===== src/rtl/instr_fetch.sv =====
// Ripple-32 instruction fetch: owns the PC, keeps one imem request in flight, buffers words for decode.
// Define FETCH_MISALIGN_CHECK_EN to turn misaligned redirect targets into a single flagged entry.
module instr_fetch #(
   parameter logic [31:0] RESET_PC  = 32'h0000_0000,
   parameter int unsigned BUF_DEPTH = 2
) (
   input  logic        clk,
   input  logic        rst_n,
   output logic        imem_req,
   output logic [31:0] imem_addr,
   input  logic        imem_gnt,
   input  logic        imem_rvalid,
   input  logic [31:0] imem_rdata,
   input  logic        imem_err,
   input  logic        redirect_valid,
   input  logic [31:0] redirect_pc,
   output logic        instr_valid,
   input  logic        instr_ready,
   output logic [31:0] instr,
   output logic [6:0]  instr_opcode,
   output logic [31:0] instr_pc,
   output logic        instr_fault,
   output logic        instr_misaligned
);
   localparam int unsigned PW = $clog2(BUF_DEPTH);
   localparam int unsigned CW = PW + 1;

   typedef enum logic [1:0] {IDLE, REQ, WAIT} state_e;

   state_e        state_q, state_d;
   logic [31:0]   fetch_pc_q, fetch_pc_d;
   logic [31:0]   out_pc_q, out_pc_d;
   logic [31:0]   redir_pc_q, redir_pc_d;
   logic          redir_pend_q, redir_pend_d;
   logic          discard_q, discard_d;
   logic          halted_q, halted_d;
   logic          mis_pend_q, mis_pend_d;
   logic [31:0]   mis_pc_q, mis_pc_d;

   logic [31:0]   fifo_instr_q [BUF_DEPTH];
   logic [31:0]   fifo_pc_q    [BUF_DEPTH];
   logic          fifo_fault_q [BUF_DEPTH];
   logic          fifo_mis_q   [BUF_DEPTH];
   logic [PW-1:0] wr_ptr_q, wr_ptr_d, rd_ptr_q, rd_ptr_d;
   logic [CW-1:0] cnt_q, cnt_d;

   logic [31:0]   instr_q, instr_pc_q;
   logic          instr_fault_q, instr_mis_q;

   logic          redir_mis;
   logic [31:0]   redir_tgt;
   logic          push, push_rsp, pop, issue_ok, issue_now, head_load;
   logic [31:0]   push_instr, push_pc, head_instr, head_pc;
   logic          push_fault, push_mis, head_fault, head_mis;

`ifdef FETCH_MISALIGN_CHECK_EN
   assign redir_mis = (redirect_pc[1:0] != 2'b00);
`else
   assign redir_mis = 1'b0;
`endif
   assign redir_tgt = {redirect_pc[31:2], 2'b00};

   assign instr_valid = (cnt_q != '0) && !redirect_valid;
   assign pop         = instr_valid && instr_ready;
   assign push_rsp    = (state_q == WAIT) && imem_rvalid && !discard_q && !redirect_valid;
   assign push        = push_rsp || (mis_pend_q && !redirect_valid);

   always_comb begin
      if (push_rsp) begin
         push_instr = imem_rdata;
         push_pc    = out_pc_q;
         push_fault = imem_err;
         push_mis   = 1'b0;
      end else begin
         push_instr = '0;
         push_pc    = mis_pc_q;
         push_fault = 1'b0;
         push_mis   = 1'b1;
      end
   end

   always_comb begin
      wr_ptr_d = wr_ptr_q;
      rd_ptr_d = rd_ptr_q;
      cnt_d    = cnt_q;
      if (redirect_valid) begin
         wr_ptr_d = '0;
         rd_ptr_d = '0;
         cnt_d    = '0;
      end else begin
         if (push) wr_ptr_d = wr_ptr_q + 1'b1;
         if (pop)  rd_ptr_d = rd_ptr_q + 1'b1;
         cnt_d = cnt_q + CW'(push) - CW'(pop);
      end
   end

   // The output registers track the post-update head so the pushed word is visible one cycle after rvalid.
   always_comb begin
      head_load = !redirect_valid && (cnt_d != '0);
      if (push && (rd_ptr_d == wr_ptr_q)) begin
         head_instr = push_instr;
         head_pc    = push_pc;
         head_fault = push_fault;
         head_mis   = push_mis;
      end else begin
         head_instr = fifo_instr_q[rd_ptr_d];
         head_pc    = fifo_pc_q[rd_ptr_d];
         head_fault = fifo_fault_q[rd_ptr_d];
         head_mis   = fifo_mis_q[rd_ptr_d];
      end
   end

   always_comb begin
      if (redirect_valid)             halted_d = redir_mis;
      else if (push_rsp && imem_err)  halted_d = 1'b1;
      else                            halted_d = halted_q;
      mis_pend_d = redirect_valid && redir_mis;
      mis_pc_d   = redirect_valid ? redirect_pc : mis_pc_q;
   end

   // Issue is judged on post-response occupancy; the follow-on request goes out in the rvalid cycle
   // itself, which is what lets a zero-wait memory deliver one word per cycle with a single outstanding.
   assign issue_ok  = !halted_d && (cnt_d < CW'(BUF_DEPTH));
   assign issue_now = (state_q == WAIT) && imem_rvalid && !redirect_valid && issue_ok;
   assign imem_req  = (state_q == REQ) || issue_now;
   assign imem_addr = fetch_pc_q;

   always_comb begin
      state_d      = state_q;
      fetch_pc_d   = fetch_pc_q;
      out_pc_d     = out_pc_q;
      redir_pc_d   = redir_pc_q;
      redir_pend_d = redir_pend_q;
      discard_d    = discard_q;
      unique case (state_q)
         IDLE: begin
            if (redirect_valid) fetch_pc_d = redir_tgt;
            if (issue_ok)       state_d    = REQ;
         end
         REQ: begin
            if (imem_gnt) begin
               state_d      = WAIT;
               out_pc_d     = fetch_pc_q;
               redir_pend_d = 1'b0;
               if (redirect_valid) begin
                  fetch_pc_d = redir_tgt;
                  discard_d  = 1'b1;
               end else if (redir_pend_q) begin
                  fetch_pc_d = redir_pc_q;
                  discard_d  = 1'b1;
               end else begin
                  fetch_pc_d = fetch_pc_q + 32'd4;
               end
            end else if (redirect_valid) begin
               // Address must stay stable until granted; park the target until then.
               redir_pend_d = 1'b1;
               redir_pc_d   = redir_tgt;
            end
         end
         WAIT: begin
            if (redirect_valid) fetch_pc_d = redir_tgt;
            if (imem_rvalid) begin
               discard_d = 1'b0;
               if (issue_now && imem_gnt) begin
                  out_pc_d   = fetch_pc_q;
                  fetch_pc_d = fetch_pc_q + 32'd4;
               end else if (issue_ok) begin
                  state_d = REQ;
               end else begin
                  state_d = IDLE;
               end
            end else if (redirect_valid) begin
               discard_d = 1'b1;
            end
         end
         default: state_d = IDLE;
      endcase
   end

   always_ff @(posedge clk or negedge rst_n) begin
      if (!rst_n) begin
         state_q       <= IDLE;
         fetch_pc_q    <= RESET_PC;
         out_pc_q      <= '0;
         redir_pc_q    <= '0;
         redir_pend_q  <= 1'b0;
         discard_q     <= 1'b0;
         halted_q      <= 1'b0;
         mis_pend_q    <= 1'b0;
         mis_pc_q      <= '0;
         wr_ptr_q      <= '0;
         rd_ptr_q      <= '0;
         cnt_q         <= '0;
         instr_q       <= '0;
         instr_pc_q    <= '0;
         instr_fault_q <= 1'b0;
         instr_mis_q   <= 1'b0;
      end else begin
         state_q      <= state_d;
         fetch_pc_q   <= fetch_pc_d;
         out_pc_q     <= out_pc_d;
         redir_pc_q   <= redir_pc_d;
         redir_pend_q <= redir_pend_d;
         discard_q    <= discard_d;
         halted_q     <= halted_d;
         mis_pend_q   <= mis_pend_d;
         mis_pc_q     <= mis_pc_d;
         wr_ptr_q     <= wr_ptr_d;
         rd_ptr_q     <= rd_ptr_d;
         cnt_q        <= cnt_d;
         if (head_load) begin
            instr_q       <= head_instr;
            instr_pc_q    <= head_pc;
            instr_fault_q <= head_fault;
            instr_mis_q   <= head_mis;
         end
      end
   end

   always_ff @(posedge clk) begin
      if (push) begin
         fifo_instr_q[wr_ptr_q] <= push_instr;
         fifo_pc_q[wr_ptr_q]    <= push_pc;
         fifo_fault_q[wr_ptr_q] <= push_fault;
         fifo_mis_q[wr_ptr_q]   <= push_mis;
      end
   end

   assign instr            = instr_q;
   assign instr_opcode     = instr_q[6:0];
   assign instr_pc         = instr_pc_q;
   assign instr_fault      = instr_fault_q;
   assign instr_misaligned = instr_mis_q;

endmodule


===== config.mk =====
export PLATFORM = sky130hd
export DESIGN_NAME = instr_fetch
export DESIGN_NICKNAME = d
export VERILOG_FILES = /design/src/rtl/instr_fetch.sv
export SDC_FILE = /design/constraint.sdc
export NUM_CORES = 1
export LEC_CHECK = 0
export ABC_CLOCK_PERIOD_IN_PS = 6200
export BUFFER_PORTS_ARGS = -buffer_cell sky130_fd_sc_hd__buf_4
export CAP_MARGIN = 10
export CORE_ASPECT_RATIO = 1.2
export CORE_MARGIN = 4
export CORE_UTILIZATION = 40
export DETAILED_ROUTE_END_ITERATION = 8
export PLACE_DENSITY_LB_ADDON = 0.3
export SETUP_SLACK_MARGIN = 0.4
export SLEW_MARGIN = 0
export SYNTH_ARGS = -nofsm -noshare
export SYNTH_HDL_FRONTEND = slang
export SYNTH_SLANG_ARGS = --single-unit
export TNS_END_PERCENT = 50

===== constraint.sdc =====
create_clock -name clk -period 6.2 [get_ports clk]
set_input_delay 0.93 -clock clk [delete_from_list [all_inputs] [get_ports clk]]
set_output_delay 0.93 -clock clk [all_outputs]
set_load 0.03 [all_outputs]

======== Word-level counts from Yosys, hierarchy flattened ========
Memories as Yosys holds them, arrays and structs flattened. A register that Yosys moved wholly into a read port is not among the register bits.
Cells that the tools add are included.
operators by class
  $lt $le $gt $ge ......................... 1
  equal/unequal tests ..................... 9
  bitwise operators ....................... 1
  reduce and logical (&&, ||, !) cells .... 32
  muxes and demuxes ....................... 37
  add/sub/neg operators ................... 5
operators with widths
  operator                                                                  number
  32-bit two-way mux                                                        11
  32-bit one-hot mux with 3 select lines                                    1
  32-bit one-hot mux with 2 select lines                                    1
  32-bit by 3-bit adder with 32-bit output (second input constant)          1
  1-bit two-way mux                                                         17
  4-bit AND reduction                                                       3
  1-bit logical AND                                                         11
  2-bit two-way mux                                                         5
  2-bit nonzero test                                                        5
  2-bit inequality test (second input constant)                             4
  1-bit logical NOT                                                         7
  3-bit inequality test (second input constant)                             2
  2-bit one-hot mux with 3 select lines                                     1
  2-bit AND reduction                                                       2
  3-bit AND reduction                                                       1
  3-bit nonzero test                                                        1
  1-bit adder (second input constant)                                       2
  2-bit by 1-bit adder with 2-bit output                                    1
  2-bit by 1-bit equality test with 1-bit output (second input constant)    1
  2-bit equality test (second input constant)                               1
  2-bit logical NOT                                                         1
  2-bit less-than comparator (second input constant)                        1
  2-bit by 1-bit inequality test with 1-bit output (second input constant)  1
  1-bit one-hot mux with 2 select lines                                     1
  other kinds (3)                                                           3
storage, ports and cells
  logic and storage cells ................. 100
  bits in registers ....................... 135
  memory bits (writable) .................. 132
  memories kept ........................... 4
memory list
  memory        depth  width  read ports  clocked after Yosys merged registers in  write ports  line  RTL
  fifo_instr_q  2      32     1           1                                        1            40    logic [31:0] fifo_instr_q [BUF_DEPTH];
  fifo_pc_q     2      32     1           1                                        1            41    logic [31:0] fifo_pc_q [BUF_DEPTH];
  fifo_fault_q  2      1      1           1                                        1            42    logic fifo_fault_q [BUF_DEPTH];
  fifo_mis_q    2      1      1           1                                        1            43    logic fifo_mis_q [BUF_DEPTH];

======== Depth between registers and ports, before layout ========
Gate-level depths: netlist of run 1.
  word-level depth ........................ 14
  depth in mapped cells ................... 19
  depth with buffers taken out ............ 13

======== Worst setup path before layout of run 1 ========
OpenSTA, ideal clock, no wires.
  kind .................................... input port to flip-flop
  start ................................... input redirect_valid
  end ..................................... register instr_q[0], in the netlist instr[0], read port of fifo_instr_q
  setup slack ............................. 0.576 ns
  arrival ................................. 5.501 ns
  path buffers ............................ 4
  stages on the path ...................... 10
  path through ............................ buf_2 and4bb_1 buf_4 nor2b_1 nand3_1 nand2b_1 nand2_1 buf_6 buf_4 o221a_1
between the ends
  cells in the longest elaborated chain, start to end .. 7
RTL lines
  item                                                                                line        RTL
  start, declared                                                                     15          input logic redirect_valid,
  1-bit logical NOT                                                                   63, 65, 99
  1-bit logical AND, on equally long branches                                         65, 63
  2-bit by 1-bit adder with 2-bit output / 1-bit logical AND (equally long branches)  93, 64
  2-bit by 1-bit subtractor with 2-bit output                                         93          cnt_d = cnt_q + CW'(push) - CW'(pop);
  2-bit two-way mux                                                                   86          if (redirect_valid) begin
  2-bit nonzero test                                                                  99          head_load = !redirect_valid && (cnt_d != '0);
  1-bit logical AND                                                                   99
  end, declared                                                                       47          logic [31:0] instr_q, instr_pc_q;
Several ways; a longest one is shown, not always the timed one.
A chain may end at the register's enable or synchronous reset.

======== Worst setup path after layout of run 1 ========
  start ................................... register state_q[0]
  end ..................................... output imem_req
between the ends
  cells in the longest elaborated chain, start to end .. 11
RTL lines
  item                                                                                     line     RTL
  start, declared                                                                          30       state_e state_q, state_d;
  start signal, assigned                                                                   199      state_q <= state_d;
  2-bit equality test                                                                      65, 124
  1-bit logical AND                                                                        65, 124
  1-bit logical AND (2 in series)                                                          65       assign push_rsp = (state_q == WAIT) && imem_rvalid && !discard_q && !redirect_valid;
  2-bit by 1-bit adder with 2-bit output / 1-bit logical AND (equally long branches)       93, 115
  2-bit by 1-bit subtractor with 2-bit output / 1-bit two-way mux (equally long branches)  93, 115
  2-bit two-way mux / 1-bit two-way mux (equally long branches)                            86, 114
  2-bit less-than comparator / 1-bit logical NOT (equally long branches)                   123      assign issue_ok = !halted_d && (cnt_d < CW'(BUF_DEPTH));
  1-bit logical AND                                                                        123
  1-bit logical AND                                                                        124      assign issue_now = (state_q == WAIT) && imem_rvalid && !redirect_valid && issue_ok;
  1-bit logical OR *                                                                       125      assign imem_req = (state_q == REQ) || issue_now;
  end, declared                                                                            9        output logic imem_req,
Every way passes the cells marked *; elsewhere a longest branch is shown, timed or not.

==> metrics.cfg, run 1 <==
[synthesis]
yosysTopAreaCell = dfrtp_1
syn-num-nets = 1423
synth-compound-area-share_pct = 14.4
synth_edf_count = 132
synth_top_cell_area_share_pct = 31.8
ys_ff_latch = 333
async_reset_ff_share_pct = 60.4
synth_top_family_by_area = compound AO/OA/AOI/OAI gates
synth_cells = 1345
ys_top_cells_by_area = dfrtp_1 32%, edfxtp_1 25%, mux2_2 6.9%
muxShareOfSynthArea_pct = 11.6
yosysMostFrequentCell = dfrtp_1
synth.cell_area_um2 = 15800
synth-seq-area-share_pct = 56.8
synth_ff_type = dfrtp_1
yosys.area_share.adder_pct = 0.553
synth_xor_xnor_area_share_pct = 1.25
synth.distinct_cells = 78
avgSynthCellArea_um2 = 11.8
ys_warn_count = 0
synth_simple_gate_area_share_pct = 11.0
synth_common_cells = 201 x dfrtp_1, 154 x nand2_1, 132 x edfxtp_1

[global_route]
grt_pass1_vias = 11100
antenna_found_initial = 0
grt_usage_pct = 19.2
grt_max_degree = 121
overflow = 0
grt_pass1_wl_um = 65100

[routing]
first_pass_iters = 6
drt_wl_total_um = 42100
wl_per_cell_um = 20.9
vias = 11300
ant_nets = 0
drc = 0
drt-initial-drc-count = 876
viasPerCell = 5.63

[worst_setup_path]
timing.rr.end = instr_pc[25]$_DFFE_PN0P_
required_ns = 5.27
worstPathArrival_ns = 3.20
worstSetupPathType = register to output port
endpoint_kind = output port
critPathLaunchType = register
crit_path_max_incr_delay_ns = 0.42
crit_chain = inv_1 -> ha_1 -> and4bb_2 -> inv_1 -> ha_1 -> inv_1 -> ha_1 -> xnor3_1 -> a31oi_1 -> nor3_1 -> or2_2 -> buf_4
r2r_cells = 10
r2r-start = state_q[0]$_DFFE_PN0P_
cpMaxStageDelayCell = dfrtp_1
reg2reg_slack_ns = 2.52
path_max_fanout = 4

[floorplanning]
die_h_um = 226
die_w_um = 190
initial_core_util_pct = 40.7
die_area_um2 = 42800
ios = 178
placementRows = 79
core_area_um2 = 38900

[layout]
fillers = 3572
antenna_cells = 0
instances_no_fill = 2012
layout.nets = 1538
drive_gt1_share_pct = 26.0
area_growth_pct = 17.3

[power_and_ir_drop]
p_leak_nw = 7.05
combPwrFrac_pct = 38.3
clockPowerShare_pct = 23.2
powerDensity_nw_per_um2 = 481
p_switching_mw = 3.44
sw_frac_of_total_pct = 38.5
irDropWorstVdd_mv = 0.288
p_int_mw = 5.49
p_seq_share_pct = 38.5

[clocking]
post_cts_buffers = 0
cts_num_sinks = 333
htree_num_levels = 2
cts_tree = built
worst_skew_pair.late_latency_ns = 0.52
cts_hold_buf = 0
path_clk_slew_ns = 0.06
cts.repair.resized = 0
numCtsBuffers = 36
cts_root_buffer = clkbuf_16
cts_buffer_depth = 3

[flow_run]
cap_violations = 0

[hold_path]
hp-class = input pin to asynchronous set/reset pin

[placed_design]
port_buffers = 177
dp_cells = 1948
detailed_place_hpwl_um = 26900
gp_congestion = 0.933

[sta]
finalCritPeriodShare_pct = 66.6
slew_headroom_pct = 31.6
max_freq_mhz = 242
hold_viol = 0
clock_skew_ns = 0.0179
period_needed_ns = 4.13
slew_violations = 0
tightestPinTransition_ns = 1.02
final.setup.tns_ns = 0
rsz0062_at_grt = no
setup_violations = 0

[outcome]
status = complete, no violations

## metal layers
layer / share of wire (%) / global-route usage [%]
met5: 0 / 0
met2: 46 / 30.9
met3: 6.1 / 3.34
met1: 45 / 26.5
met4: 2.9 / 6.19
## how the worst max path moves through the flow
| stage | from | to | slack (ns) | cells past startpoint |
|---|---|---|---|---|
| floorplan | redirect_valid | instr[0]$_DFFE_PN0P_ | 0.58 | 10 |
| global placement | redirect_valid | instr_pc[16]$_DFFE_PN0P_ | 2.07 | 9 |
| detailed placement | redirect_valid | instr_pc[30]$_DFFE_PN0P_ | 2.03 | 9 |
| CTS | state_q[0]$_DFFE_PN0P_ | imem_req | 2.06 | 12 |
| global route | state_q[0]$_DFFE_PN0P_ | imem_req | 1.85 | 12 |
| finish | state_q[0]$_DFFE_PN0P_ | imem_req | 2.07 | 12 |
## final cells by class
class,count,area (um^2),area share (%)
Clock inverter,19,146,0.789
Multi-Input combinational cell,863,6190,33.3
Inverter,32,120,0.647
Timing Repair Buffer,194,1480,7.95
Sequential cell,333,8990,48.4
Clock buffer,45,986,5.31
Tap cell,526,658,3.54
## cell families after synthesis
| logic type | count (synthesis) |
|---|---|
| adders and majority gates | 7 |
| and+or+nand+nor | 357 |
| muxes | 171 |
| DFF | 333 |
| buffers and inverters | 149 |
| xor gates and xnor gates | 21 |
| AOI/OAI and AO/OA | 307 |
## flip-flops by register name, summed over array words and instances, names as in the netlist, 2 cells and up
signal,cells
fifo_fault_q,2
redir_pc_q,30
instr_pc,32
out_pc_q,32
state_q,2
fifo_instr_q,64
imem_addr,32
cnt_q,2
fifo_pc_q,64
mis_pc_q,32
instr,32
fifo_mis_q,2
## power by group through the flow
stage          clock [mW]  sequential [mW]  combinational (mW)
2_1_floorplan           0             3.82                1.87
3_3_place_gp            0             3.46                3.37
3_5_place_dp            0             3.48                3.42
4_1_cts              2.12             3.44                3.42
5_1_grt              2.22             3.52                3.67
6_report             2.07             3.44                3.42
## placed cells by master (no fill, tap or decap), types with 24 or more instances in the layout
cell       instances
a21oi_1           52
and2_1            38
buf_4            192
clkbuf_16         37
dfrtp_1          201
edfxtp_1         132
inv_1             31
mux2_2            97
mux2i_1           74
nand2_1          151
nand3_1           29
nor2_1            52
o21ai_0           64
o221a_1           50
o22ai_1           24
## per-stage QoR
| stage | hold slack, ns | setup slack (ns) | power, mW | utilization (%) | cell area [um^2] |
|---|---|---|---|---|---|
| finish | 0.437 | 2.07 | 8.93 | 47.7 | 18600 |
| floorplan | 0.444 | 0.576 | 5.69 | - | 15800 |
| global route | 0.499 | 1.85 | 9.40 | 47.7 | 18600 |
| global placement | 0.463 | 2.07 | 6.83 | 44.8 | 17400 |
| CTS | 0.470 | 2.06 | 8.98 | 47.7 | 18600 |
| detailed placement | 0.469 | 2.03 | 6.89 | 44.8 | 17400 |
## worst max-delay path, delay by kind of cell, from the launching register on
kind,cells,cell delay [ns]
simple gates,3,0.70
buf+inv,4,0.41
flops,1,0.42
xor+xnor,1,0.27
compound gates,1,0.30
fa+ha+maj,3,0.60
(Power assumes the default switching activity.)
==> run 2, diff against run 1 <==
--- a/config.mk
+++ b/config.mk
@@ -5,7 +5,8 @@
 export SDC_FILE = /design/constraint.sdc
 export NUM_CORES = 1
 export LEC_CHECK = 0
-export ABC_CLOCK_PERIOD_IN_PS = 6200
+export ABC_AREA = 1
+export ABC_CLOCK_PERIOD_IN_PS = 4150
 export BUFFER_PORTS_ARGS = -buffer_cell sky130_fd_sc_hd__buf_4
 export CAP_MARGIN = 10
 export CORE_ASPECT_RATIO = 1.2
==> constraint.sdc (replaced) <==
create_clock -name clk -period 4.15 [get_ports clk]
set_input_delay 0.6225 -clock clk [delete_from_list [all_inputs] [get_ports clk]]
set_output_delay 0.6225 -clock clk [all_outputs]
set_load 0.03 [all_outputs]
==> run 2 against run 1 <==
Combinational power increased by 48%. Clock power increased by 60%. Via count increased by 25%. Total power increased by 49%. Final cell count increased by 33%. Critical path type unchanged. Largest cell class unchanged. Highest routed layer is now met5.
==> metrics.cfg, run 2 <==
[outcome]
status = complete, no violations

[synthesis]
ys_top_cells_by_area = dfrtp_1 30%, edfxtp_1 24%, nand2_1 12%
synth.cell_area_um2 = 16700  ; +5.4%
synth.distinct_cells = 36  ; -54%
ys_warn_count = 0  ; unchanged
synth-seq-area-share_pct = 53.9  ; -2.9 points
synth_ff_type = dfrtp_1
synth_cells = 2000  ; +49%
yosysTopAreaCell = dfrtp_1
synth_common_cells = 523 x nand2_1, 267 x nor2_1, 201 x dfrtp_1
syn-num-nets = 2078  ; +46%
yosysMostFrequentCell = nand2_1
async_reset_ff_share_pct = 60.4  ; unchanged
synth_edf_count = 132  ; unchanged
ys_ff_latch = 333  ; unchanged
avgSynthCellArea_um2 = 8.34  ; -29%
synth_top_cell_area_share_pct = 30.1  ; -1.6 points

[layout]
instances_no_fill = 2684  ; +33%
design_area_um2 = 19600  ; +5.5%
area_growth_pct = 17.3  ; about the same
final_common_cell = nand2_1
drive_gt1_share_pct = 15.9  ; -10 points
reg_top3 = fifo_instr_q x64, fifo_pc_q x64
final_cell_mix = 519 x nand2_1, 265 x nor2_1, 203 x buf_4, 201 x dfrtp_1, 178 x nand3_1
fin_util_pct = 47.7  ; about the same
layout.nets = 2194  ; +43%
antenna_cells = 0  ; unchanged

[worst_setup_path]
worstSetupPathType = register to output port
critPathLaunchType = register
required_ns = 3.53  ; -1.74 ns
crit_path_max_incr_delay_ns = 0.42  ; about the same
worstPathBufferInverterCount = 3  ; -1
worst_path_most_repeated_cell = ha_1
cp_top_family = simple AND/OR/NAND/NOR gates
endpoint_kind = output port
crit_chain = inv_1 -> ha_1 -> nand2_1 -> nor2_2 -> nand2_4 -> ha_1 -> inv_1 -> ha_1 -> nand3b_1 -> nand3_1 -> nand3_1 -> nand2_1 -> buf_4
path_max_fanout = 5  ; +1
cpMaxStageDelayCell = dfrtp_1
worstPathArrival_ns = 2.92  ; -0.28 ns

[sta]
period_needed_ns = 3.54
tightestPinTransition_ns = 1.10  ; +0.0727 ns
max_freq_mhz = 283
clock_skew_ns = 0.0117  ; -0.00613 ns
hold_viol = 0  ; unchanged
slew_headroom_pct = 26.9  ; -4.7 points
finalCritPeriodShare_pct = 85.3
rsz0062_at_grt = no
setup_violations = 0  ; unchanged
slew_violations = 0  ; unchanged

[power_and_ir_drop]
p_seq_share_pct = 36.9  ; -1.6 points
clockPowerShare_pct = 24.9  ; +1.7 points
irDropWorstVdd_mv = 0.465  ; +61%
p_leak_nw = 9.19  ; +30%
p_int_mw = 7.90  ; +44%
combPwrFrac_pct = 38.1  ; -0.2 points
sw_frac_of_total_pct = 40.5  ; +2.0 points
p_switching_mw = 5.38  ; +56%
powerDensity_nw_per_um2 = 679  ; +41%

[placed_design]
dp_cells = 2616  ; +34%
port_buffers = 177  ; unchanged
placed_area_um2 = 18400  ; +5.3%
gp_congestion = 0.864  ; -7.3%
detailed_place_hpwl_um = 31900  ; +19%

[routing]
top_layer_used = met5
drc = 0  ; unchanged
ant_nets = 0  ; unchanged
drt-initial-drc-count = 918  ; +4.8%
route.met2.wl_um = 23500  ; +20%
viasPerCell = 5.29  ; -6.0%
drt_wl_total_um = 50200  ; +19%
first_pass_iters = 6  ; unchanged
wl_met3_um = 3040  ; +19%
wl_per_cell_um = 18.7  ; -11%
vias = 14200  ; +25%
met1_length_um = 21900  ; +17%

[global_route]
grt_max_degree = 109  ; -9.9%
grt_usage_pct = 21.8  ; +2.6 points
grt_pass1_vias = 14000  ; +26%
grt_pass1_wl_um = 79300  ; +22%
antenna_found_initial = 1  ; +1
overflow = 0  ; unchanged

[clocking]
cts_root_buffer = clkbuf_16
cts_tree = built
cts_buffer_depth = 3  ; unchanged
post_cts_buffers = 0  ; unchanged
htree_num_levels = 2  ; unchanged
numCtsBuffers = 37  ; +2.8%
path_clk_slew_ns = 0.06  ; about the same
worst_skew_pair.late_latency_ns = 0.53  ; about the same
cts_hold_buf = 0  ; unchanged
cts.repair.resized = 0  ; unchanged
cts_num_sinks = 333  ; unchanged

[flow_run]
cap_violations = 0  ; unchanged

[floorplanning]
core_area_um2 = 41000  ; +5.4%
die_area_um2 = 45100  ; +5.2%
die_w_um = 194  ; +2.6%
initial_core_util_pct = 40.7  ; about the same
placementRows = 81  ; +2.5%
die_h_um = 232  ; +2.6%
ios = 178  ; unchanged

[hold_path]
hp-class = input pin to asynchronous set/reset pin

## run 2: cell count changes after synthesis, sizes merged, moves of 39 or more
cell,change
nand2,+373
a21oi,+39
mux2i,-74
nand4,+55
nand3,+151
o221a,-65
and2,-39
o21ai,+97
mux2,-67
inv,+132
nor2,+214
## run 2: stage by stage
| step | TNS (ns) | hold slack [ns] | total power, mW | setup WS, ns |
|---|---|---|---|---|
| after global placement | 0 | 0.450 | 9.90 | 0.974 |
| final | 0 | 0.253 | 13.3 | 0.612 |
| after CTS | 0 | 0.289 | 13.4 | 0.631 |
| after global routing | 0 | 0.315 | 14.1 | 0.415 |
| after detailed placement | 0 | 0.454 | 10.0 | 0.888 |
| after floorplan | -58.00 | 0.327 | 8.17 | -0.439 |
## run 2: cells by family after synthesis
group	Yosys count	share of synthesized area, %
mux	30	2.02
xor+xnor	6	0.315
fa+ha+maj	7	0.525
compound gates	281	9.48
flops	333	53.9
buf+inv	296	7.59
simple gates	1047	26.2
## run 2: power groups by stage
stage | Sequential (mW) | Clock (mW) | Combinational, mW
4_1_cts | 4.90 | 3.39 | 5.08
3_3_place_gp | 4.93 | 0 | 4.98
6_report | 4.90 | 3.31 | 5.07
5_1_grt | 5.02 | 3.53 | 5.57
2_1_floorplan | 5.54 | 0 | 2.63
3_5_place_dp | 4.95 | 0 | 5.06
## run 2: layout make-up
| class | count | area, um^2 |
|---|---|---|
| clock buffer | 56 | 1080 |
| clock inverter | 12 | 136 |
| fill | 3959 | 21500 |
| inverter | 165 | 619 |
| multi-input combinational | 1371 | 6460 |
| sequential | 333 | 8990 |
| tap | 539 | 674 |
| timing repair buffer | 208 | 1620 |
## run 2: path summary, 6_finish.rpt
| kind | from | to | depth (start not counted) | slack, ns |
|---|---|---|---|---|
| worst max-delay path | state_q[0]$_DFFE_PN0P_ | imem_req | 13 | 0.61 |
| worst min-delay path | rst_n | instr[29]$_DFFE_PN0P_ | 1 | 0.25 |
| worst max register to register | state_q[0]$_DFFE_PN0P_ | out_pc_q[26]$_DFFE_PN0P_ | 16 | 0.91 |
| worst min register to register | out_pc_q[9]$_DFFE_PN0P_ | out_pc_q[9]$_DFFE_PN0P_ | 2 | 0.47 |
| max in group asynchronous | rst_n | imem_addr[24]$_DFFE_PN0P_ | 2 | 3.01 |
| min in group clk | redirect_pc[1] | mis_pc_q[1]$_DFFE_PN0P_ | 3 | 0.32 |
## run 2: layer usage
layer,vias up,GRT usage (%)
met1,6789,29.9
met4,2,7.67
met5,-,0
met2,524,35.4
met3,101,3.32
li1,6791,-
==> run 3, diff against run 2 <==
--- a/config.mk
+++ b/config.mk
@@ -8,12 +8,12 @@
 export ABC_AREA = 1
 export ABC_CLOCK_PERIOD_IN_PS = 4150
 export BUFFER_PORTS_ARGS = -buffer_cell sky130_fd_sc_hd__buf_4
-export CAP_MARGIN = 10
+export CAP_MARGIN = 15
 export CORE_ASPECT_RATIO = 1.2
 export CORE_MARGIN = 4
 export CORE_UTILIZATION = 40
 export DETAILED_ROUTE_END_ITERATION = 8
-export PLACE_DENSITY_LB_ADDON = 0.3
+export PLACE_DENSITY = 0.6
 export SETUP_SLACK_MARGIN = 0.4
 export SLEW_MARGIN = 0
 export SYNTH_ARGS = -nofsm -noshare
==> run 3 against run 2 <==
Routed wire length down 1.0%. Core utilization about the same. Clock skew up 0.0033 ns. Register-to-register slack worse by 0.09 ns. Total power down 0.31%. Via count down 0.87%. First-iteration DRC count up 18%. Sequential cell count unchanged. Non-clock buffer count up 1. Clock power about the same. Highest routed layer is now met4.
==> metrics.cfg, run 3 (synthesized netlist as in run 2, its figures left out) <==
[floorplanning]
placementRows = 81  ; unchanged
die_area_um2 = 45100  ; unchanged
initial_core_util_pct = 40.7  ; unchanged
die_w_um = 194  ; unchanged
core_area_um2 = 41000  ; unchanged
ios = 178  ; unchanged
die_h_um = 232  ; unchanged

[layout]
multi_input_area_um2 = 6460  ; unchanged
drive_gt1_share_pct = 16.0  ; +0.13 points
reg_top3 = fifo_instr_q x64, fifo_pc_q x64
fillers = 3989  ; +0.76%
final_common_cell = nand2_1
area_growth_pct = 17.4  ; about the same
seq_area_um2 = 8990  ; unchanged
antenna_cells = 0  ; unchanged
design_area_um2 = 19600  ; about the same
final_cell_mix = 519 x nand2_1, 265 x nor2_1, 205 x buf_4, 201 x dfrtp_1, 178 x nand3_1
layout.nets = 2195  ; +0.046%

[power_and_ir_drop]
p_switching_mw = 5.33  ; -0.90%
combPwrFrac_pct = 37.8  ; -0.3 points
clockPowerShare_pct = 25.1  ; +0.2 points
irDropWorstVdd_mv = 0.463  ; -0.39%
p_int_mw = 7.91  ; about the same
p_leak_nw = 9.20  ; about the same
powerDensity_nw_per_um2 = 676  ; -0.36%
sw_frac_of_total_pct = 40.3  ; -0.24 points
p_seq_share_pct = 37.1  ; +0.2 points

[sta]
tightestPinTransition_ns = 1.07  ; -0.0275 ns
period_needed_ns = 3.49  ; -0.0484 ns
rsz0062_at_grt = no
final.setup.tns_ns = 0  ; unchanged
hold_viol = 0  ; unchanged
slew_headroom_pct = 28.7  ; +1.8 points
finalCritPeriodShare_pct = 84.1  ; -1.2 points
max_freq_mhz = 287  ; +1.4%
setup_violations = 0  ; unchanged
slew_violations = 0  ; unchanged
clock_skew_ns = 0.0150  ; +0.00331 ns

[clocking]
path_clk_slew_ns = 0.06  ; about the same
cts_hold_buf = 0  ; unchanged
post_cts_buffers = 0  ; unchanged
cts_buffer_depth = 3  ; unchanged
worst_skew_pair.late_latency_ns = 0.53  ; about the same
cts_root_buffer = clkbuf_16
cts_num_sinks = 333  ; unchanged
cts_tree = built
cts.repair.resized = 0  ; unchanged
htree_num_levels = 2  ; unchanged
numCtsBuffers = 37  ; unchanged

[global_route]
grt_pass1_vias = 14000  ; -0.19%
antenna_found_initial = 0  ; -1
overflow = 0  ; unchanged
grt_usage_pct = 21.5  ; -0.25 points
grt_pass1_wl_um = 78500  ; -1.0%
grt_max_degree = 103  ; -5.5%

[worst_setup_path]
required_ns = 3.53  ; about the same
worstPathArrival_ns = 2.87  ; -0.05 ns
path_max_fanout = 5  ; unchanged
endpoint_kind = output port
crit_chain = inv_1 -> ha_1 -> nand2_1 -> nor2_2 -> nand2_4 -> ha_1 -> inv_1 -> ha_1 -> nand3b_1 -> nand3_1 -> nand3_1 -> nand2_1 -> buf_4
cpMaxStageDelayCell = dfrtp_1
worst_path_most_repeated_cell = ha_1
worstSetupPathType = register to output port
crit_path_max_incr_delay_ns = 0.42  ; about the same
critPathLaunchType = register

[routing]
drt-initial-drc-count = 1080  ; +18%
ant_nets = 0  ; unchanged
first_pass_iters = 5  ; -1
wl_per_cell_um = 18.5  ; -1.1%
vias = 14100  ; -0.87%
drc = 0  ; unchanged
drt_wl_total_um = 49700  ; -1.0%
viasPerCell = 5.25  ; -0.91%

[placed_design]
port_buffers = 177  ; unchanged
detailed_place_hpwl_um = 31500  ; -1.3%
gp_congestion = 0.945  ; +9.3%
placed_area_um2 = 18400  ; about the same

[outcome]
status = complete, no violations

[flow_run]
cap_violations = 0  ; unchanged

[hold_path]
hp-class = input pin to asynchronous set/reset pin

==> run 3: power by group through the flow <==
stage               sequential, mW  clock (mW)  combinational, mW
finish                        4.92        3.32               5.01
floorplan                     5.54           0               2.63
detailed placement            4.96           0               5.01
global placement              4.94           0               4.92
CTS                           4.91        3.41               5.03
global route                  5.02        3.55               5.54
==> run 3: routing by layer <==
metal | part of all wire, % | track usage, % | vias up
met5 | 0 | 0 | -
met4 | 2.5 | 6.48 | 0
met3 | 5.9 | 3.47 | 65
met2 | 48 | 35.8 | 475
met1 | 44 | 29.2 | 6736
li1 | - | - | 6807
==> run 3: path summary, 6_finish.rpt <==
check                                       start                  endpoint  slack [ns]  cells after the start
setup / recovery           state_q[0]$_DFFE_PN0P_                  imem_req        0.66                     13
hold / removal                              rst_n     instr[30]$_DFFE_PN0P_        0.13                      1
setup reg to reg           state_q[0]$_DFFE_PN0P_  out_pc_q[27]$_DFFE_PN0P_        0.82                     16
hold reg to reg             instr[30]$_DFFE_PN0P_     instr[30]$_DFFE_PN0P_        0.48                      2
max in group asynchronous                   rst_n     instr[12]$_DFFE_PN0P_        3.07                      2
min in group clk                   redirect_pc[0]   mis_pc_q[0]$_DFFE_PN0P_        0.32                      3
==> run 3: worst max-delay path, delay by kind of cell (launching register included) <==
kind                       cells  cell delay [ns]
adders and majority gates      3             0.63
buffers and inverters          3             0.31
DFF                            1             0.42
and+or+nand+nor                7             1.01
==> run 3: final cells by class <==
type / count / share of cell area [%]
sequential: 333 / 45.9
multi-input combinational: 1371 / 33.0
timing repair buffer: 209 / 8.23
clock buffer: 53 / 5.51
tap: 539 / 3.44
inverter: 165 / 3.16
clock inverter: 15 / 0.773
==> run 3: stage by stage <==
step / hold WS [ns] / setup WS [ns] / util (%) / cells / total power, mW
3_3_place_gp: 0.456 / 0.892 / 44.7 / 2617 / 9.86
2_1_floorplan: 0.327 / -0.439 / - / 2000 / 8.17
4_1_cts: 0.159 / 0.635 / 47.7 / 2685 / 13.4
5_1_grt: 0.184 / 0.467 / 47.7 / 2685 / 14.1
6_report: 0.134 / 0.660 / 47.7 / 2685 / 13.2
3_5_place_dp: 0.465 / 0.789 / 44.7 / 2617 / 9.97
